[src/rtl/branch_resolve_predict.sv]
// Branch resolution and 2-bit saturating-counter prediction for the multicycle
// MIPS datapath. Decodes six branch conditions from the ALU flags, drives the
// PC write enable, trains a direct-mapped counter table, flags mispredictions
// and keeps saturating branch/mispredict statistics.
module branch_resolve_predict #(
    parameter int         PC_WIDTH   = 32,
    parameter int         INDEX_BITS = 4,
    parameter logic [1:0] CNT_INIT   = 2'b01,
    parameter int         STAT_WIDTH = 16
) (
    input  logic                  clk,
    input  logic                  reset,
    input  logic                  Pred_Req,
    input  logic [PC_WIDTH-1:0]   Pred_PC,
    output logic                  Pred_Taken,
    output logic                  Pred_Valid,
    input  logic                  Res_Valid,
    input  logic [PC_WIDTH-1:0]   Res_PC,
    input  logic [2:0]            Cond,
    input  logic                  Zero,
    input  logic                  Negative,
    input  logic                  Pred_Was_Taken,
    input  logic                  PCWrite,
    output logic                  Branch,
    output logic                  PC_En,
    output logic                  Mispredict,
    output logic [STAT_WIDTH-1:0] Branch_Count,
    output logic [STAT_WIDTH-1:0] Mispredict_Count
);

    localparam int ENTRIES = 1 << INDEX_BITS;

    // Counter saturates at strongly taken.
    function automatic logic [1:0] ctr_inc(input logic [1:0] v);
        return (v == 2'b11) ? v : v + 2'b01;
    endfunction

    // Counter saturates at strongly not-taken.
    function automatic logic [1:0] ctr_dec(input logic [1:0] v);
        return (v == 2'b00) ? v : v - 2'b01;
    endfunction

    // Statistics stick at all-ones instead of wrapping.
    function automatic logic [STAT_WIDTH-1:0] stat_inc(input logic [STAT_WIDTH-1:0] v);
        return (&v) ? v : v + STAT_WIDTH'(1);
    endfunction

    logic                  cond_true;
    logic [INDEX_BITS-1:0] pred_idx;
    logic [INDEX_BITS-1:0] res_idx;
    logic [1:0]            pht [ENTRIES];
    logic                  unused_pc_bits;

    // Word-aligned PCs: bits [1:0] carry no information, upper bits alias.
    assign pred_idx = Pred_PC[INDEX_BITS+1:2];
    assign res_idx  = Res_PC[INDEX_BITS+1:2];
    assign unused_pc_bits = ^{Pred_PC[PC_WIDTH-1:INDEX_BITS+2], Pred_PC[1:0],
                              Res_PC[PC_WIDTH-1:INDEX_BITS+2], Res_PC[1:0]};

    // Condition decode from ALU flags; codes 6 and 7 are never taken.
    always_comb begin
        cond_true = 1'b0;
        case (Cond)
            3'd0:    cond_true = Zero;
            3'd1:    cond_true = ~Zero;
            3'd2:    cond_true = Zero | Negative;
            3'd3:    cond_true = ~Zero & ~Negative;
            3'd4:    cond_true = Negative;
            3'd5:    cond_true = ~Negative;
            default: cond_true = 1'b0;
        endcase
    end

    assign Branch = Res_Valid & cond_true;
    assign PC_En  = PCWrite | Branch;

    // Predictor table training on each resolution.
    always_ff @(posedge clk) begin
        if (reset) begin
            for (int i = 0; i < ENTRIES; i++) begin
                pht[i] <= CNT_INIT;
            end
        end else if (Res_Valid) begin
            pht[res_idx] <= cond_true ? ctr_inc(pht[res_idx]) : ctr_dec(pht[res_idx]);
        end
    end

    // Prediction lookup; reads the pre-update counter when colliding with a resolution.
    always_ff @(posedge clk) begin
        if (reset) begin
            Pred_Taken <= 1'b0;
            Pred_Valid <= 1'b0;
        end else begin
            Pred_Valid <= Pred_Req;
            if (Pred_Req) begin
                Pred_Taken <= pht[pred_idx][1];
            end
        end
    end

    // Mispredict pulse and saturating statistics.
    always_ff @(posedge clk) begin
        if (reset) begin
            Mispredict       <= 1'b0;
            Branch_Count     <= '0;
            Mispredict_Count <= '0;
        end else begin
            Mispredict <= Res_Valid & (cond_true != Pred_Was_Taken);
            if (Res_Valid) begin
                Branch_Count <= stat_inc(Branch_Count);
            end
            if (Mispredict) begin
                Mispredict_Count <= stat_inc(Mispredict_Count);
            end
        end
    end

endmodule

[config.mk]
export PLATFORM = sky130hd
export DESIGN_NAME = branch_resolve_predict
export DESIGN_NICKNAME = d
export VERILOG_FILES = /design/src/rtl/branch_resolve_predict.sv
export SDC_FILE = /design/constraint.sdc
export NUM_CORES = 1
export LEC_CHECK = 0
export ABC_AREA = 1
export CORE_MARGIN = 1.5
export CORE_UTILIZATION = 43
export DETAILED_ROUTE_END_ITERATION = 7
export PLACE_DENSITY = 0.74
export SYNTH_ARGS = -nofsm -noshare
export SYNTH_HDL_FRONTEND = slang
export SYNTH_SLANG_ARGS = --single-unit
[constraint.sdc]
create_clock -name clk -period 1.77 [get_ports clk]
set_input_delay 0.531 -clock clk [delete_from_list [all_inputs] [get_ports clk]]
set_output_delay 0.531 -clock clk [all_outputs]
set_load 0.1 [all_outputs]
-- Word-level counts from Yosys, hierarchy flattened
Memory sizes are Yosys's and may differ from the RTL's. A register that Yosys moved wholly into a read port is not among the register bits.
Index checks and enable logic that the tools add are counted.
- memory bits (writable): 32
- input bits: 75
- memories kept: 1
- output and inout port bits: 37
- register bits: 34
- logic and storage cells: 44
- multiplexer cells: 12
- equal/unequal tests: 7
- bitwise operators: 9
- add/subtract/negate cells: 4
- reduce and logical (&&, ||, !) cells: 7
- memories (memory ; depth ; bits a word ; rd ports ; clocked after memory_dff ; write ports ; line ; text):
    pht ; 16 ; 2 ; 2 ; 1 ; 16 ; 51 ; logic [1:0] pht [ENTRIES];
- operator list (kind ; number):
    16-bit by 1-bit adder with 16-bit output (second input constant) ; 2
    16-bit AND reduction ; 2
    2-bit 2-to-1 mux ; 4
    3-bit by 2-bit == test with 1-bit output (second input constant) ; 2
    3-bit == test (second input constant) ; 2
    1-bit 2-to-1 mux ; 6
    1-bit case mux with 6 select lines ; 1
    4-bit 2-to-1 mux ; 1
    1-bit inverter ; 4
    2-bit AND reduction ; 2
    1-bit bitwise AND ; 3
    3-bit by 1-bit == test with 1-bit output (second input constant) ; 1
    3-bit zero test ; 1
    2-bit by 1-bit adder with 2-bit output (second input constant) ; 1
    2-bit == test (second input constant) ; 1
    2-bit zero test ; 1
    1-bit bitwise OR ; 2
    2-bit OR reduction ; 1
    2-bit by 1-bit subtractor with 2-bit output (second input constant) ; 1
    1-bit inequality test ; 1

-- Depth between registers and ports, before layout
Gate-level depths: netlist (run 1).
- depth after elaboration: 5
- gate-level depth with buffers: 13
- mapped depth without buffers: 11

-- Worst setup path before layout (run 1)
Ideal clock, no wire load.
- path type: input to output
- start point: in Negative
- end point: out PC_En
- stages: 7
- data arrival time: 2875 ps
- path buffers: 0
- data required time: 1239 ps
- slack: -1636 ps
- cells stage by stage: nand2_1 > xnor2_1 > nand2_1 > nand2_1 > inv_1 > nor2_1 > or2_2
- word-level cells in the longest chain between the ends: 5
- RTL lines (element ; line ; text):
    from (decl) ; 21 ; input logic Negative,
    1-bit inverter ; 67, 69 ;
    1-bit bitwise AND ; 67 ; 3'd3: cond_true = ~Zero & ~Negative;
    1-bit case mux with 6 select lines * ; 63 ; case (Cond)
    1-bit bitwise AND * ; 74 ; assign Branch = Res_Valid & cond_true;
    named net Branch ; 24 ; output logic Branch,
    1-bit bitwise OR * ; 75 ; assign PC_En = PCWrite | Branch;
    to (decl) ; 25 ; output logic PC_En,
Mark *: on every way through the listed nets, which the timed path passes. The rest lies on a longest branch.

-- Final worst setup path (run 1)
- start point: in Res_Valid
- end point: out PC_En
- word-level cells in the longest chain between the ends: 2
- RTL lines (element ; line ; text):
    from (decl) ; 17 ; input logic Res_Valid,
    1-bit bitwise AND ; 74 ;
    1-bit bitwise OR ; 75 ;
No other way between the ends.

==> flow_summary.json, run 1 <==
{
  "status": "complete, but fails checks",
  "violations": "setup timing",
  "routedWlPerCell_um": 14.3,
  "max_freq_mhz": 506,
  "clkLatencyLatePin_ps": 360,
  "endpoint_kind": "primary output",
  "antenna_left": 0,
  "drt-vias-per-instance": 5.22,
  "finalPower_mw": 3.92,
  "num_antenna_cells": 0,
  "io_buffer_count": 55,
  "syn_nets": 607,
  "dr_total_vias": 3918,
  "grt_pass1_wl_mm": 17.2,
  "grt_max_degree": 21,
  "gp_congestion": 0.989,
  "synthTopCellsByArea": "edfxtp_1 26%, dfxtp_1 19%, nand2_1 17%, nor2_1 7.3%, nand3_1 7.2%",
  "finalHoldViolations": 0,
  "maxCapViolCount": 0,
  "first_pass_iters": 5,
  "start_util_pct": 44.9,
  "hold_path.class": "flop to flop",
  "die_x_um": 96.4,
  "clockBufferDepth": 2,
  "arrival_ps": 1450,
  "yosysTopAreaCellShare_pct": 25.6,
  "syn-instance-count": 530,
  "post-route-period-util_pct": 112,
  "yosysWarnings": 0,
  "cts_hold_buf": 0,
  "setup_tns_ps": -876,
  "worstMarginPinSlew_ps": 318,
  "cts_tree": "built",
  "die_h_um": 96.4,
  "clock_skew_ps": 10.1,
  "startpoint_type": "input pin",
  "grt_overflow": 0,
  "cts.root.buffer_cell": "clkbuf_8",
  "synth.distinct_cells": 31,
  "clk_pin_slew_ps": 70,
  "ys_seq_elements": 67,
  "numClockSinks": 67,
  "synth-edff-count": 32,
  "ir_drop_mv": 0.428,
  "rows": 33,
  "syn_to_final_growth_pct": 53.5,
  "fin_ws_ps": -207,
  "fp.dieArea_um2": 9280,
  "yosysSeqAreaShare_pct": 44.3,
  "finalCriticalPeriod_ps": 1980,
  "layout.nets": 718,
  "synth-async-reset-ratio_pct": 0,
  "total_leakage_power_nw": 2.24,
  "final_layout_size_suffix_gt1_share_pct": 30.5,
  "drt_iter0_markers": 330,
  "fin_area_um2": 5750,
  "cellPowerDensity_nw_per_um2": 682,
  "synth_area_um2": 3750,
  "drc": 0,
  "synth_largest_area_cell": "edfxtp_1",
  "dpl_cell_area_um2": 5240,
  "setup_viol": 17,
  "rsz0062_at_grt": "yes",
  "criticalPathCategory": "input pin to primary output",
  "postLayoutCoreUtil_pct": 68.9,
  "wirelength_mm": 10.7,
  "cp_max_fo": 2,
  "synth.avg_cell_area_um2": 7.07,
  "slew_headroom_pct": 78.7,
  "crit_required_ps": 1240,
  "synthFlopType": "dfxtp_1",
  "first_global_vias": 3658,
  "track_usage_pct": 24.3,
  "hpwl_mm": 7.61,
  "pin_count": 112,
  "htreeDepth": 3,
  "slew_violations": 0,
  "antenna_found_initial": 0,
  "core_area_um2": 8340,
  "cts_buffers": 9
}
[cells in the final DEF, fill, tap and decap left out, types with 8 or more instances in the layout]
cell type and count:
nand3_1 47, nor3_1 15, clkbuf_8 9, o21ai_0 9
buf_4 52, clkdlybuf4s50_1 8, edfxtp_1 32, inv_1 56
xor2_1 9, nand2_2 8, nand4_1 11, dfxtp_4 18
nand2_1 157, buf_12 38, dfxtp_2 15, a21oi_1 22
nor2_1 64
[state kept, by name (all words and copies together), names as in the netlist]
signal            cells
Branch_Count         16
Mispredict            1
Mispredict_Count     16
Pred_Taken            1
Pred_Valid            1
pht                  32
[final timing paths]
path                                                   start                            to  slack, ps  cells after the start
worst max-delay path                               Res_Valid                         PC_En       -210                      6
worst max register to register      pht[15][1]$_SDFFCE_PN0P_      pht[12][1]$_SDFFCE_PN0P_         30                     11
worst min-delay path            Branch_Count[0]$_SDFFE_PP0P_  Branch_Count[0]$_SDFFE_PP0P_        500                      1
worst min register to register  Branch_Count[0]$_SDFFE_PP0P_  Branch_Count[0]$_SDFFE_PP0P_        500                      1
[cell usage after synthesis, drive strengths merged (2+ instances only)]
master	instances
dfxtp	35
o21ai	13
nor2	76
nand4	11
buf	10
nand3	54
xor2	9
a21oi	22
clkbuf	6
xnor2	4
edfxtp	32
ha	2
nor3	16
nand2	170
inv	62
[timing repair]
action                                  in CTS  in global routing
buffers inserted                             5                  4
pin swaps                                   15                 10
endpoints found under the setup margin      66                 54
gates resized for setup                     52                 32
gates cloned                                 3                  0
[where the power goes]
part           switching [mW]  internal (mW)  leakage, nW
logic                   0.445          0.290         1.53
clock network           0.639          0.884        0.119
registers              0.0365           1.63        0.593
total                    1.12           2.80         2.24
[routing by layer]
layer	global-route usage (%)	part of all wire [%]
met2	40.7	50
met5	0	0
met1	31.8	42
met3	2.37	6.1
met4	10.9	2.7
[kinds of logic after synthesis]
kind of cell / synth area share [%]
AND/OR/NAND/NOR: 37.1
buffers and inverters: 8.88
XOR/XNOR: 3.04
AO/OA/AOI/OAI: 5.98
flip-flops: 44.3
adder cells (fa/ha/maj): 0.668
[critical path, stage by stage]
cell	delay [ps]
dlygate4sd2_1	260
inv_1	90
buf_4	120
nor2_4	30
or2_4	250
buf_12	160
[through the flow]
stage,cells,hold WS (ps),worst slack [ps]
finish,751,497,-207
global route,751,518,-239
CTS,747,495,-200
detailed placement,723,482,-753
global placement,723,477,-663
floorplan,530,613,-630
[area by class of cell]
class                           count  area, um2
Fill cell                         648       2590
Multi-Input combinational cell    387       1970
Sequential cell                    67       1750
Timing Repair Buffer              114       1420
Inverter                           62        246
Clock buffer                       11        153
Tap cell                          105        131
Clock inverter                      5       82.6
(Power assumes the default switching activity.)
==> run 2: changes to the inputs <==
- SKIP_LAST_GASP: unset -> 1
==> results of run 2 <==
Final layout, timing and power as in run 1 (identical DEF).
==> run 3: changes to the inputs <==
- TNS_END_PERCENT: unset -> 50
==> flow_summary.json, run 3 (same netlist as run 1, synthesis figures left out) <==
{
  "status": "complete, but fails checks",
  "violations": "setup timing",
  "met3_usage_pct": 3.95,
  "grt.met1_usage_pct": 29.8,
  "clk_pin_slew_ps": 70,
  "rrSetupSlack_ps": 0,
  "wirelength_mm": 10.5,
  "antenna_left": 0,
  "power_switching_mw": 1.04,
  "grt_max_degree": 21,
  "htreeDepth": 3,
  "drt-vias-per-instance": 5.27,
  "io_buffer_count": 55,
  "pin_count": 112,
  "finalHoldViolations": 0,
  "max_freq_mhz": 511,
  "track_usage_pct": 23.1,
  "slew_violations": 0,
  "slowest_stage": "or2_4",
  "hpwl_mm": 7.50,
  "fin_ws_ps": -187,
  "start_util_pct": 44.9,
  "regArea_um2": 1750,
  "ir_drop_mv": 0.346,
  "die_h_um": 96.4,
  "cts_tree": "built",
  "cp_max_fo": 3,
  "gp_congestion": 0.918,
  "syn_to_final_growth_pct": 48.9,
  "die_x_um": 96.4,
  "antenna_found_initial": 0,
  "hold_start": "Branch_Count[0]$_SDFFE_PP0P_",
  "hold_path.class": "flop to flop",
  "dp_slack_ps": -722,
  "drt_iter0_markers": 298,
  "grt_overflow": 0,
  "drc": 0,
  "clockBufferDepth": 2,
  "switching_share_pct": 28.5,
  "cts_buffers": 9,
  "multi_input_area_um2": 1890,
  "slowest_delay_ps": 230,
  "rsz0062_at_grt": "yes",
  "fillers": 673,
  "cts.root.buffer_cell": "clkbuf_8",
  "dr_total_vias": 3926,
  "grt_pass1_wl_mm": 16.7,
  "rows": 33,
  "largest_reg_flops": 32,
  "clkLatencyLatePin_ps": 350,
  "endpoint_kind": "primary output",
  "total_leakage_power_nw": 2.20,
  "arrival_ps": 1430,
  "fp.dieArea_um2": 9280,
  "layout.nets": 712,
  "first_global_vias": 3693,
  "top_regs": "pht x32, Branch_Count x16, Mispredict_Count x16",
  "crit_required_ps": 1240,
  "globalRoute.busiestLayer": "met2",
  "reg2reg_from": "Branch_Count[0]$_SDFFE_PP0P_",
  "reg2regPathDepth": 9,
  "pwr-share-seq_pct": 45.4,
  "intPower_mw": 2.62,
  "numClockSinks": 67,
  "hold_depth": 1,
  "criticalPathCategory": "input pin to primary output",
  "final_layout_size_suffix_gt1_share_pct": 28.1,
  "top_register": "pht",
  "cellPowerDensity_nw_per_um2": 656,
  "fin_area_um2": 5580,
  "worstMarginPinSlew_ps": 393,
  "maxCapViolCount": 0,
  "finalCriticalPeriod_ps": 1960,
  "layout_commonest_cell": "nand2_1",
  "final_cell_mix": "161 x nand2_1, 67 x nor2_1, 56 x inv_1, 53 x nand3_1, 46 x buf_4",
  "path_buf_inv": 3,
  "use_met2_pct": 38.3,
  "worstHoldEndpoint": "Branch_Count[0]$_SDFFE_PP0P_",
  "startpoint_type": "input pin",
  "cp_cell_sequence": "buf_6, nand2_4, xnor2_2, nand2_1, nand2_2, inv_2, nor2_4, or2_4, buf_12",
  "core_area_um2": 8340,
  "setup_viol": 36,
  "crit_family": "simple AND/OR/NAND/NOR gates",
  "p_clk_share_pct": 35.6,
  "post-route-period-util_pct": 111,
  "timing.rr.end": "Branch_Count[0]$_SDFFE_PP0P_",
  "dpl_cell_area_um2": 5210,
  "slew_headroom_pct": 73.8,
  "p_comb_share_pct": 18.9,
  "clock_skew_ps": 10.6,
  "num_antenna_cells": 0,
  "routedWlPerCell_um": 14.0,
  "first_pass_iters": 5
}
[run 3: changes by cell type in the layout (fill, tap and decap cells not counted), sizes merged]
cell and change:
clkbuf +4, buf -6, clkinvlp -1, bufinv -2, inv +1, nand2 -1, clkinv -1
[run 3: worst max-delay path by stage]
| stage | depth (start not counted) | start | endpoint | slack [ps] |
|---|---|---|---|---|
| floorplan | 7 | Negative | PC_En | -630 |
| global placement | 9 | Negative | PC_En | -670 |
| detailed placement | 11 | Res_PC[2] | pht[0][1]$_SDFFCE_PN0P_ | -720 |
| CTS | 9 | Zero | PC_En | -210 |
| global route | 8 | reset | pht[1][0]$_SDFFCE_PN1P_ | -230 |
| finish | 9 | Negative | PC_En | -190 |
[run 3: layer usage]
layer / share of wire, % / up-vias
li1: - / 1927
met1: 42 / 1804
met2: 49 / 169
met3: 7.0 / 26
met4: 2.2 / 0
met5: 0 / -
[run 3: power by group through the flow]
stage | registers (mW) | logic (mW) | clock network [mW]
after floorplan | 1.76 | 0.281 | 0
after global placement | 1.70 | 0.576 | 0
final | 1.66 | 0.693 | 1.31
after global routing | 1.67 | 0.733 | 1.38
after CTS | 1.66 | 0.649 | 1.32
after detailed placement | 1.70 | 0.588 | 0
[run 3: repair_timing]
action | in CTS | in global routing
hold buffers | 0 | 0
setup endpoints to repair | 66 | 72
pin swaps | 17 | 5
resized for setup | 50 | 12
setup buffers | 5 | 0
cloned | 2 | 2
[run 3: worst reg2reg max path: cells and delay by family, from the launching register on]
family / cells / cell delay, ps
simple gates: 4 / 600
flops: 1 / 400
buf+inv: 2 / 330
compound gates: 2 / 200
fa+ha+maj: 1 / 160
[run 3: per-stage QoR]
stage	hold WS [ps]	std cells	util, %	power, mW	TNS (ps)
6_report	504	745	66.9	3.66	-2130
2_1_floorplan	613	530	-	2.04	-1640
3_5_place_dp	480	720	62.4	2.29	-43570
3_3_place_gp	475	720	62.4	2.27	-38570
4_1_cts	502	743	66.3	3.63	-1130
5_1_grt	519	745	66.9	3.78	-7140
[run 3: area by class of cell]
class / count / area share [%]
clock buffers: 14 / 3.47
clock inverters: 2 / 0.269
inverters: 62 / 4.26
multi-input cells: 386 / 33.8
flip-flops and latches: 67 / 31.3
well taps: 105 / 2.35
repair buffers: 109 / 24.5
